**src/rtl/edge_event_arbiter.sv**
```systemverilog
// edge_event_arbiter
// Captures edges on WIDTH synchronised event lines into per-channel pending
// bits and serialises them round-robin onto a single valid/ready stream.
// Stage 1: edge detect + pending/overrun capture.
// Stage 2: round-robin pick from registered pending into the output register.
// No combinational path exists from in to the ev_* outputs.
module edge_event_arbiter #(
  parameter int WIDTH     = 8,
  parameter int EDGE_MODE = 0,
  localparam int IDX_W    = $clog2(WIDTH)
) (
  input  logic             clk,
  input  logic             anrst,
  input  logic [WIDTH-1:0] in,
  input  logic [WIDTH-1:0] mask,
  output logic             ev_valid,
  input  logic             ev_ready,
  output logic [IDX_W-1:0] ev_idx,
  output logic [WIDTH-1:0] pending,
  output logic [WIDTH-1:0] overrun,
  input  logic [WIDTH-1:0] overrun_clr,
  output logic             irq
);

  // Registered state
  logic [WIDTH-1:0] in_q;
  logic [WIDTH-1:0] pending_q;
  logic [WIDTH-1:0] pending_d;
  logic [WIDTH-1:0] overrun_q;
  logic [WIDTH-1:0] overrun_d;
  logic             ev_valid_q;
  logic             ev_valid_d;
  logic [IDX_W-1:0] ev_idx_q;
  logic [IDX_W-1:0] ev_idx_d;
  logic [IDX_W-1:0] rr_q;
  logic [IDX_W-1:0] rr_d;

  // Combinational helpers
  logic [WIDTH-1:0] edge_raw;
  logic [WIDTH-1:0] edge_hit;
  logic [WIDTH-1:0] grant;
  logic             load;
  logic             pick_found;
  logic [IDX_W-1:0] pick_idx;
  logic [IDX_W-1:0] cand_idx;

  // Per-channel edge detector; the polarity is fixed at elaboration.
  for (genvar gi = 0; gi < WIDTH; gi++) begin : g_edge
    if (EDGE_MODE == 0) begin : g_rise
      assign edge_raw[gi] = in[gi] & ~in_q[gi];
    end else if (EDGE_MODE == 1) begin : g_fall
      assign edge_raw[gi] = ~in[gi] & in_q[gi];
    end else begin : g_both
      assign edge_raw[gi] = in[gi] ^ in_q[gi];
    end
  end

  // Mask gates capture only; bits already pending keep being served.
  assign edge_hit = edge_raw & mask;

  // The output register may take a new event when empty or being accepted.
  assign load = ~ev_valid_q | ev_ready;

  // Round-robin search: first pending bit strictly after rr, wrapping to 0.
  always_comb begin
    pick_found = 1'b0;
    pick_idx   = '0;
    cand_idx   = '0;
    for (int k = 1; k <= WIDTH; k++) begin
      cand_idx = IDX_W'((int'(rr_q) + k) % WIDTH);
      if (!pick_found && pending_q[cand_idx]) begin
        pick_found = 1'b1;
        pick_idx   = cand_idx;
      end
    end
  end

  // Next-state for grant, pending, overrun, output register and rr pointer.
  always_comb begin
    grant      = '0;
    ev_valid_d = ev_valid_q;
    ev_idx_d   = ev_idx_q;
    rr_d       = rr_q;
    if (load) begin
      if (pick_found) begin
        grant[pick_idx] = 1'b1;
        ev_valid_d      = 1'b1;
        ev_idx_d        = pick_idx;
        rr_d            = pick_idx;
      end else begin
        // Nothing to present: drop valid, keep the last index.
        ev_valid_d = 1'b0;
      end
    end
    // A fresh edge in the same cycle as its grant re-arms the channel.
    pending_d = (pending_q & ~grant) | edge_hit;
    // Setting wins over clearing so a simultaneous overrun is never lost.
    overrun_d = (overrun_q & ~overrun_clr) | (edge_hit & pending_q & ~grant);
  end

  // State registers with asynchronous active-low reset; rr starts at the top
  // so channel 0 has highest priority after reset.
  always_ff @(posedge clk or negedge anrst) begin
    if (!anrst) begin
      in_q       <= '0;
      pending_q  <= '0;
      overrun_q  <= '0;
      ev_valid_q <= 1'b0;
      ev_idx_q   <= '0;
      rr_q       <= IDX_W'(WIDTH - 1);
    end else begin
      in_q       <= in;
      pending_q  <= pending_d;
      overrun_q  <= overrun_d;
      ev_valid_q <= ev_valid_d;
      ev_idx_q   <= ev_idx_d;
      rr_q       <= rr_d;
    end
  end

  assign ev_valid = ev_valid_q;
  assign ev_idx   = ev_idx_q;
  assign pending  = pending_q;
  assign overrun  = overrun_q;
  assign irq      = (|pending_q) | ev_valid_q;

endmodule
```
**config.mk**
```make
export PLATFORM = sky130hd
export DESIGN_NAME = edge_event_arbiter
export DESIGN_NICKNAME = d
export VERILOG_FILES = /design/src/rtl/edge_event_arbiter.sv
export SDC_FILE = /design/constraint.sdc
export NUM_CORES = 1
export LEC_CHECK = 0
export ABC_AREA = 0
export BUFFER_PORTS_ARGS = -buffer_cell sky130_fd_sc_hd__buf_2
export CAP_MARGIN = 40
export CORE_ASPECT_RATIO = 1.4
export CORE_MARGIN = 2
export CORE_UTILIZATION = 30
export CTS_CLUSTER_DIAMETER = 200
export DETAILED_ROUTE_END_ITERATION = 8
export GPL_ROUTABILITY_DRIVEN = 0
export PLACE_DENSITY = 0.5
export SYNTH_ARGS = -nofsm -noshare
export SYNTH_HDL_FRONTEND = slang
export SYNTH_SLANG_ARGS = --single-unit
```
**constraint.sdc**
```tcl
create_clock -name clk -period 9.4 [get_ports clk]
set_clock_uncertainty 0.2 [all_clocks]
set_input_delay 0.94 -clock clk [delete_from_list [all_inputs] [get_ports clk]]
set_output_delay 0.94 -clock clk [all_outputs]
set_load 0.005 [all_outputs]
```
==> impl_results.md, run 1 <==
* Tightest Hold Check Type: flop to flop
* Worst Max-Slew Pin Slew at just under 700 ps
* # hold bufs at CTS at 0
* Setup Fix Bufs, Post-CTS at 0
* Num CTS Buffers at 5
* Final Max Slew Viols at 0
* Die area at 8190 um^2
* Commonest cells after routing, fill and taps aside: 47 x buf_2, 28 x dfrtp_1, 23 x nor2_1
* Mapped Nets at ~250
* Crit. End Element: flop
* Async S/R FF share, synth at 100%
* Yosys warns at 0
* Die outline width at 77.0 um
* Antenna-violating nets left at 0
* CTS resizes at 0
* Critical path fanouts, max at 13
* Mapped Area at 2240 um^2
* Starting Density at 30.6%
* Worst Setup Path Type: flop to flop
* Routed WL at 5860 um
* Synth area leaders: dfrtp_1 31%, mux4_2 8.0%, mux2i_1 5.4%
* N_diodes at 0
* Die height at 106 um
* Mapped Avg Cell Area at 9.96 um^2
* Share of the synthesized area in the top cell type at 31.3%
* Worst-skew pair later-pin latency at 280 ps
* H-tree Lvls at 2
* TritonCTS Sinks at 31
* I/O pin cnt at 48
* Synth-to-Final Area Change at 17.8%
* Vias in the first global route at roughly 1900
* First-pass GRT wire length at 9940 um
* Clock Tree Buf Depth at 2
* Initial antenna violation count at 0
* Fin crit period at 4480 ps
* GRT Residual Overflow at 0
* Synth area leader: dfrtp_1
* Status: complete, no violations
* Period utilization at 47.6%
* CTS tree: built
* Clock Root Buffer: clkbuf_8
* Clock transition at the registers of the reported paths at about 80 ps
* Via count at 1977
* Via/cell ratio at about 5.3
* WP data required at 9380 ps
* CORE AREA at 7310 um^2
* Initial detailed-routing violation count at 112
* Fraction of layout cells with a size suffix above 1 at 28.9%
* R2r worst-path depth at 9
* Rel. slew slack at between 50% and 60%
* WL per Instance at between 15 and 20 um
* Setup violators final at 0
* Hold Violations, Final at 0
* Max Cap Viol at 0
* Crit start category: flop
* # port buffers at 47
* Drc violations at 0
* TNS Setup at 0 ps
* Peak Freq at approximately 0.22 GHz
* First-pass DRT Iterations at 4
* HPWL after DPL at 4490 um
* GRT Util Overall at 15.2%
* Most common cell after layout, fill and taps aside: buf_2
* Dominant synthesized flop cell: dfrtp_1
* Post-Syn Instances at ~230
* RSZ-0062 raised after global routing: no
* Unique masters post-synth at 60
* Flops & latches, synth at 31
* CP arrival at between 4000 and 5000 ps
* Hold path cells at 1
* Net count reported at finish at 301
* Post-synth EDFFs at 0
* Rows at 37
* Largest net degree at the start of global routing at 32
* Sequential fraction of the synthesis area at 34.8%
[registers in the layout, indices dropped and copies added (netlist names)]
name      flops
ev_valid      1
pending       8
ev_idx        3
overrun       8
in_q          8
rr_q          3
[kinds of logic after synthesis]
group                      Yosys count  synth area share, %
AOI/OAI and AO/OA                   65                 22.2
xor gates and xnor gates             4                 2.57
adders and majority gates            2                 1.12
buffers and inverters               20                 4.41
DFF                                 31                 34.8
muxes                               26                 17.9
and+or+nand+nor                     77                 17.0
[metal layers]
metal  GRT usage, %  up-vias  routed length (um)
met5              0        -                   0
met4           7.14        0                 133
met3           2.12       12                 261
met2           26.8       68                3100
met1           18.2      953                2370
li1               -      944                   -
[worst max-delay path, stage by stage (launching register included)]
cell	delay, ps
dfstp_2	730
clkinv_1	290
ha_1	670
mux4_2	660
mux2_2	340
nor4_2	310
a21boi_1	330
o31a_1	320
nand4_1	210
a32o_1	310
[final cells by class]
cell class / count / area [um^2]
Inverter: 13 / 48.8
Tap cell: 97 / 121
Clock buffer: 5 / 68.8
Timing Repair Buffer: 47 / 235
Clock inverter: 3 / 23.8
Multi-Input combinational cell: 174 / 1360
Fill cell: 787 / 4670
Sequential cell: 31 / 779
[worst paths after layout]
path	to	start	slack, ps
max	overrun[7]	rr_q[0]	4920
min	ev_idx[2]	ev_idx[2]	280
max reg2reg	overrun[7]	rr_q[0]	4920
min reg2reg	ev_idx[2]	ev_idx[2]	280
max in group asynchronous	ev_idx[1]	anrst	8060
min in group asynchronous	overrun[4]	anrst	490
[cell usage after synthesis (2+ instances only)]
library cell / n
o211a_1: 2
a211o_1: 2
a32oi_1: 2
o31a_1: 2
a31oi_1: 3
o21ai_0: 8
nor4_1: 2
a32o_1: 2
nor2_1: 23
inv_1: 12
nor2b_1: 5
mux4_2: 8
xor2_2: 2
nand3b_1: 3
buf_6: 3
nand3_1: 8
dfstp_2: 3
a21oi_1: 8
nand2b_1: 4
a21o_1: 5
mux2_2: 3
o21a_1: 2
nand4_1: 2
a2bb2oi_1: 4
mux2i_1: 12
mux4_1: 2
o31ai_1: 2
dfrtp_1: 28
nand2_1: 20
o22ai_1: 5
clkbuf_1: 2
ha_1: 2
a21boi_0: 3
nand4b_1: 2
a211oi_1: 2
and2_1: 3
[stage by stage]
step / worst slack [ps] / cell area [um^2] / hold slack (ps) / utilization [%] / std cells
after floorplan: 5670 / 2240 / 272 / - / 225
after global routing: 4640 / 2640 / 315 / 36.1 / 370
final: 4920 / 2640 / 279 / 36.1 / 370
after global placement: 5010 / 2550 / 256 / 34.8 / 362
after CTS: 4910 / 2640 / 280 / 36.1 / 370
after detailed placement: 4920 / 2550 / 264 / 34.8 / 362
Power of run 1 is left out: the tool's default activity adds up to more than one toggle a clock period on the data nets, which glitch-free logic cannot reach.
==> run 2, diff against run 1 <==
Settings changed: PLACE_DENSITY 0.5 to 0.52.
Clock period 9.4 ns to 3.9 ns, I/O delays scaled along.
==> run 2 against run 1 <==
Against the previous run: non-clock buffer count rose by 12; final area rose by 3.3%; final cell count up 3.2%; first-iteration DRC count down 15%; core utilization rose by 1.2 points; register-to-register slack got worse by 4700 ps; worst setup slack got worse by 4700 ps; count of clock-buffer cells in the layout up 2; routed wire length increased by 6.8%; sequential cell count unchanged; sequential share of layout area decreased by 0.93 points; via count rose by 3.6%; highest routed layer unchanged.
==> impl_results.md, run 2 (same netlist as run 1, synthesis figures left out) <==
* CORE AREA at about 7300 um^2
* Post-DP Area at 2630 um^2
* I/O pin cnt at 48
* TritonCTS Sinks at 31
* Crit path capture: overrun[5]
* Worst-skew pair later-pin latency at slightly below 300 ps
* Num CTS Buffers at 5
* Initial detailed-routing violation count at 95
* Vias in the first global route at 2077
* R2r worst-path depth at 11
* Via/cell ratio at around 5.4
* Net count reported at finish at 313
* Critical path fanouts, max at 8
* Period utilization at 94.1%
* Slowest cell on crit path: dfstp_2
* Max Cap Viol at 0
* Cell family with most CP delay: compound AO/OA/AOI/OAI gates
* Status: complete, no violations
* Peak Freq at about 0.27 GHz
* Initial antenna violation count at 0
* Die area at 8190 um^2
* Via count at 2049
* CTS tree: built
* Fill cell count at about 800
* Die height at 106 um
* Most common cell on crit path: mux2i_1
* Fin crit period at 3670 ps
* Multi-input gate area at 1370 um^2
* Worst r2r src: rr_q[0]
* Sequential cell area at 779 um^2
* WL per Instance at 16.4 um
* Rows at 37
* HPWL after DPL at just under 5000 um
* Setup violators final at 0
* Tightest Hold Check Type: primary input to flop
* First-pass GRT wire length at 10300 um
* Fraction of layout cells with a size suffix above 1 at 31.9%
* CP arrival at between 3000 and 4000 ps
* GRT Residual Overflow at 0
* Hold Violations, Final at 0
* Crit. End Element: flop
* Design area at 2730 um^2
* R2R setup slack at 230 ps
* Die outline width at 77.0 um
* N_diodes at 0
* Clock Tree Buf Depth at 2
* Most common cell after layout, fill and taps aside: buf_2
* WP data required at just under 4000 ps
* Crit start category: flop
* R2R Path End: overrun[5]
* Routed WL at 6260 um
* RSZ-0062 raised after global routing: no
* Crit-path cells: clkinv_1, ha_1, buf_4, mux2i_1, mux2i_1, o211ai_1, mux2i_1, a21boi_2, o31ai_4, nand4_1, a32o_1
* Fin util at 37.3%
* Worst setup path startpoint: rr_q[0]
* Worst Max-Slew Pin Slew at 706 ps
* TNS Setup at 0 ps
* Commonest cells after routing, fill and taps aside: 47 x buf_2, 28 x dfrtp_1, 23 x nor2_1
* Rel. slew slack at 52.9%
* H-tree Lvls at 2
* Drc violations at 0
* # port buffers at 47
* Worst path max stage delay at 530 ps
* Final Non-Filler Cells at 382
* Worst path depth at 11
* Antenna-violating nets left at 0
* Worst path bufs/invs at 2
* Placed instance count at roughly 370
* Clock transition at the registers of the reported paths at 70 ps
* Worst Setup Path Type: flop to flop
* Largest net degree at the start of global routing at 32
* GRT Util Overall at 16.1%
* Final Max Slew Viols at 0
* First-pass DRT Iterations at 5
* Starting Density at 30.6%
* Clock Root Buffer: clkbuf_8
* Synth-to-Final Area Change at 21.7%
==> run 2: changes by cell type in the layout (fill, tap and decap cells not counted), sizes merged <==
| cell | delta |
|---|---|
| inv | -1 |
| dlygate4sd3 | +1 |
| clkinv | +1 |
| buf | +11 |
| clkbuf | +2 |
| clkinvlp | -2 |
==> run 2: repair_timing <==
| action | 4_1_cts | 5_1_grt |
|---|---|---|
| setup buffers | 0 | 0 |
| endpoints found under the hold margin | 28 | 0 |
| hold buffers | 1 | 0 |
| endpoints found under the setup margin | 0 | 3 |
| gates resized for setup | 0 | 3 |
==> run 2: final cells by class <==
| class | instances | share of cell area [%] |
|---|---|---|
| Sequential cell | 31 | 28.6 |
| Inverter | 13 | 1.79 |
| Clock inverter | 1 | 0.184 |
| Timing Repair Buffer | 59 | 12.0 |
| Multi-Input combinational cell | 174 | 50.2 |
| Tap cell | 97 | 4.45 |
| Clock buffer | 7 | 2.80 |
==> run 2: worst min-delay path by stage <==
| stage | slack (ps) | from | cells after the start | endpoint |
|---|---|---|---|---|
| final | 20 | in[6] | 1 | in_q[6] |
| after floorplan | -110 | anrst | 0 | ev_idx[0] |
| after global placement | 260 | ev_idx[2] | 1 | ev_idx[2] |
| after CTS | 7 | in[6] | 1 | in_q[6] |
| after global routing | 10 | in[0] | 1 | in_q[0] |
| after detailed placement | 270 | ev_idx[2] | 1 | ev_idx[2] |
==> run 2: worst register-to-register path, delay by kind of cell (launching register included) <==
kind / cells / cell delay (ps)
AO/OA/AOI/OAI: 4 / 1270
adder cells (fa/ha/maj): 1 / 380
buffers and inverters: 2 / 290
flip-flops: 1 / 530
multiplexers: 3 / 700
AND/OR/NAND/NOR: 1 / 190
==> run 2: per-layer routing <==
metal / share of wire (%) / GRT usage, % / wire [um]
met2: 56 / 30.8 / 3480
met3: 3.8 / 2.55 / 239
met1: 38 / 17.7 / 2400
met4: 2.4 / 6.12 / 148
met5: 0 / 0 / 0
==> run 2: stage by stage <==
| stage | worst slack, ps | hold WS [ps] |
|---|---|---|
| 3_3_place_gp | 264 | 259 |
| 4_1_cts | 192 | 7.19 |
| 2_1_floorplan | 171 | -106 |
| 3_5_place_dp | 204 | 273 |
| 5_1_grt | 22.2 | 12.2 |
| 6_report | 231 | 21.6 |
Power of run 2 is left out for the same reason.
==> run 3, diff against run 2 <==
Settings changed: ABC_AREA 0 to 1, CORE_ASPECT_RATIO 1.4 to 0.9.
==> run 3 against run 2 <==
Against the previous run: routed wire length down 18%; critical path type unchanged; area after synthesis fell by 7.2%; worst setup slack improved by 410 ps; fmax rose by 12%; hold slack better by 4.2 ps; highest routed layer unchanged; largest cell class unchanged; core utilization about the same; die area down 7.0%; final area down 9.0%.
==> impl_results.md, run 3 <==
* H-tree Lvls at 2
* Hold Crit Start: in[3]
* Vias in the first global route at ~1900
* First-pass DRT Iterations at 4
* Die area at 7610 um^2
* Fill cell count at 738
* N_diodes at 0
* Async S/R FF share, synth at 100%
* I/O pin cnt at 48
* Via/cell ratio at between 4 and 5
* Flops & latches, synth at 31
* # port buffers at 47
* Worst-skew pair later-pin latency at 280 ps
* Most common cell after layout, fill and taps aside: nand2_1
* Commonest cells after routing, fill and taps aside: 96 x nand2_1, 47 x buf_2, 31 x inv_1
* Post-Syn Instances at roughly 280
* Share of the synthesized area in the top cell type at between 30% and 40%
* RSZ-0062 raised after global routing: no
* GRT Util Overall at 14.7%
* Yosys warns at 0
* Hold Violations, Final at 0
* Rel. slew slack at between 50% and 60%
* Hold path endpoint: in_q[3]
* Worst Setup Path Type: flop to flop
* Largest net degree at the start of global routing at 32
* Initial detailed-routing violation count at 89
* Rows at 28
* Setup violators final at 0
* Post-synth top cells: 96 x nand2_1, 31 x inv_1, 29 x nand3_1
* Synth-to-Final Area Change at 19.3%
* Mapped Avg Cell Area at 7.32 um^2
* WP data required at 3870 ps
* Num CTS Buffers at 5
* Critical path fanouts, max at 11
* Clock transition at the registers of the reported paths at 70 ps
* Dominant synthesized flop cell: dfrtp_1
* Crit start category: flop
* Unique masters post-synth at 30
* CTS resizes at 0
* Peak Freq at approximately 0.3 GHz
* R2R Path End: overrun[6]
* Fraction of layout cells with a size suffix above 1 at between 20 and 30%
* Sequential fraction of the synthesis area at 37.5%
* Antenna-violating nets left at 0
* Fin crit period at about 3300 ps
* Clock Root Buffer: clkbuf_8
* TritonCTS Sinks at 31
* HPWL after DPL at 4210 um
* CTS tree: built
* Starting Density at 31.2%
* First-pass GRT wire length at 9040 um
* TNS Setup at 0 ps
* Final Max Slew Viols at 0
* Synth area leaders: dfrtp_1 34%, nand2_1 17%, nand3_1 7.0%
* Net count reported at finish at 363
* Initial antenna violation count at 0
* WL per Instance at 12.1 um
* Via count at 1913
* Worst r2r src: rr_q[1]
* Routed WL at 5160 um
* Tightest Hold Check Type: primary input to flop
* Mapped Area at 2080 um^2
* CORE AREA at 6660 um^2
* Synth area leader: dfrtp_1
* Clock Tree Buf Depth at 2
* Mapped Nets at 313
* Crit. End Element: flop
* R2r worst-path depth at 13
* Hold path cells at 1
* Most common cell in the netlist: nand2_1
* Post-synth EDFFs at 0
* Worst Max-Slew Pin Slew at ~680 ps
* Die outline width at 91.8 um
* Die height at 83.0 um
* Period utilization at 83.6%
* R2R setup slack at 640 ps
* Status: complete, no violations
* Max Cap Viol at 0
* CP arrival at 3230 ps
* Drc violations at 0
* GRT Residual Overflow at 0
run 3: final cells by class:
type / instances / area, um^2 / area share, %
clock inverters: 2 / 12.5 / 0.505
flip-flops and latches: 31 / 779 / 31.4
repair buffers: 48 / 245 / 9.89
clock buffers: 6 / 72.6 / 2.93
inverters: 35 / 134 / 5.40
multi-input cells: 213 / 1120 / 45.3
well taps: 90 / 113 / 4.54
run 3: logic make-up (layout without fill, tap and decap cells):
kind of cell	Yosys count	count (layout)	synth area share, %
xor+xnor	3	3	1.62
simple gates	189	189	46.3
fa+ha+maj	2	2	1.20
buf+inv	40	91	8.48
flops	31	31	37.5
compound gates	19	19	4.93
run 3: what timing repair did:
item | 4_1_cts | 5_1_grt
buffers inserted | 0 | 0
setup endpoints to repair | 0 | 0
hold buffers | 1 | 0
endpoints found under the hold margin | 28 | 0
run 3: metrics by stage:
step / worst slack (ps) / area [um^2] / cells / util [%] / hold WS [ps]
3_5_place_dp: 668 / 2380 / 416 / 35.8 / 264
3_3_place_gp: 693 / 2380 / 416 / 35.8 / 260
5_1_grt: 351 / 2480 / 425 / 37.3 / 1.96
2_1_floorplan: 1030 / 2080 / 284 / - / -106
4_1_cts: 653 / 2480 / 425 / 37.3 / 18.3
6_report: 638 / 2480 / 425 / 37.3 / 25.8
run 3: worst max-delay path by stage:
stage | to | startpoint | depth (start not counted) | slack (ps)
after global placement | overrun[4] | rr_q[1] | 13 | 690
after floorplan | pending[1] | rr_q[0] | 19 | 1030
after CTS | overrun[0] | rr_q[1] | 13 | 650
after global routing | pending[0] | rr_q[1] | 16 | 350
after detailed placement | overrun[0] | rr_q[1] | 13 | 670
final | overrun[6] | rr_q[1] | 13 | 640
run 3: metal layers:
metal | global-route usage, % | vias to the layer above | part of all wire, %
met5 | 0 | - | 0
met4 | 3.66 | 0 | 0.45
met3 | 2.81 | 2 | 4.1
met2 | 21.9 | 41 | 44
met1 | 21.9 | 865 | 51
li1 | - | 1005 | -
run 3: worst max-delay path, stage by stage, from the launching register on:
cell and delay (ps):
dfstp_2 660, inv_1 170, ha_1 430, inv_1 210, nand3_1 170, nand3_1 150, nand2_1 80, a21oi_1 190
o21ai_0 140, nand3b_2 270, nand2_1 100, nand2_1 120, o21ai_1 190, nand2_1 60
Power of run 3 is left out for the same reason.
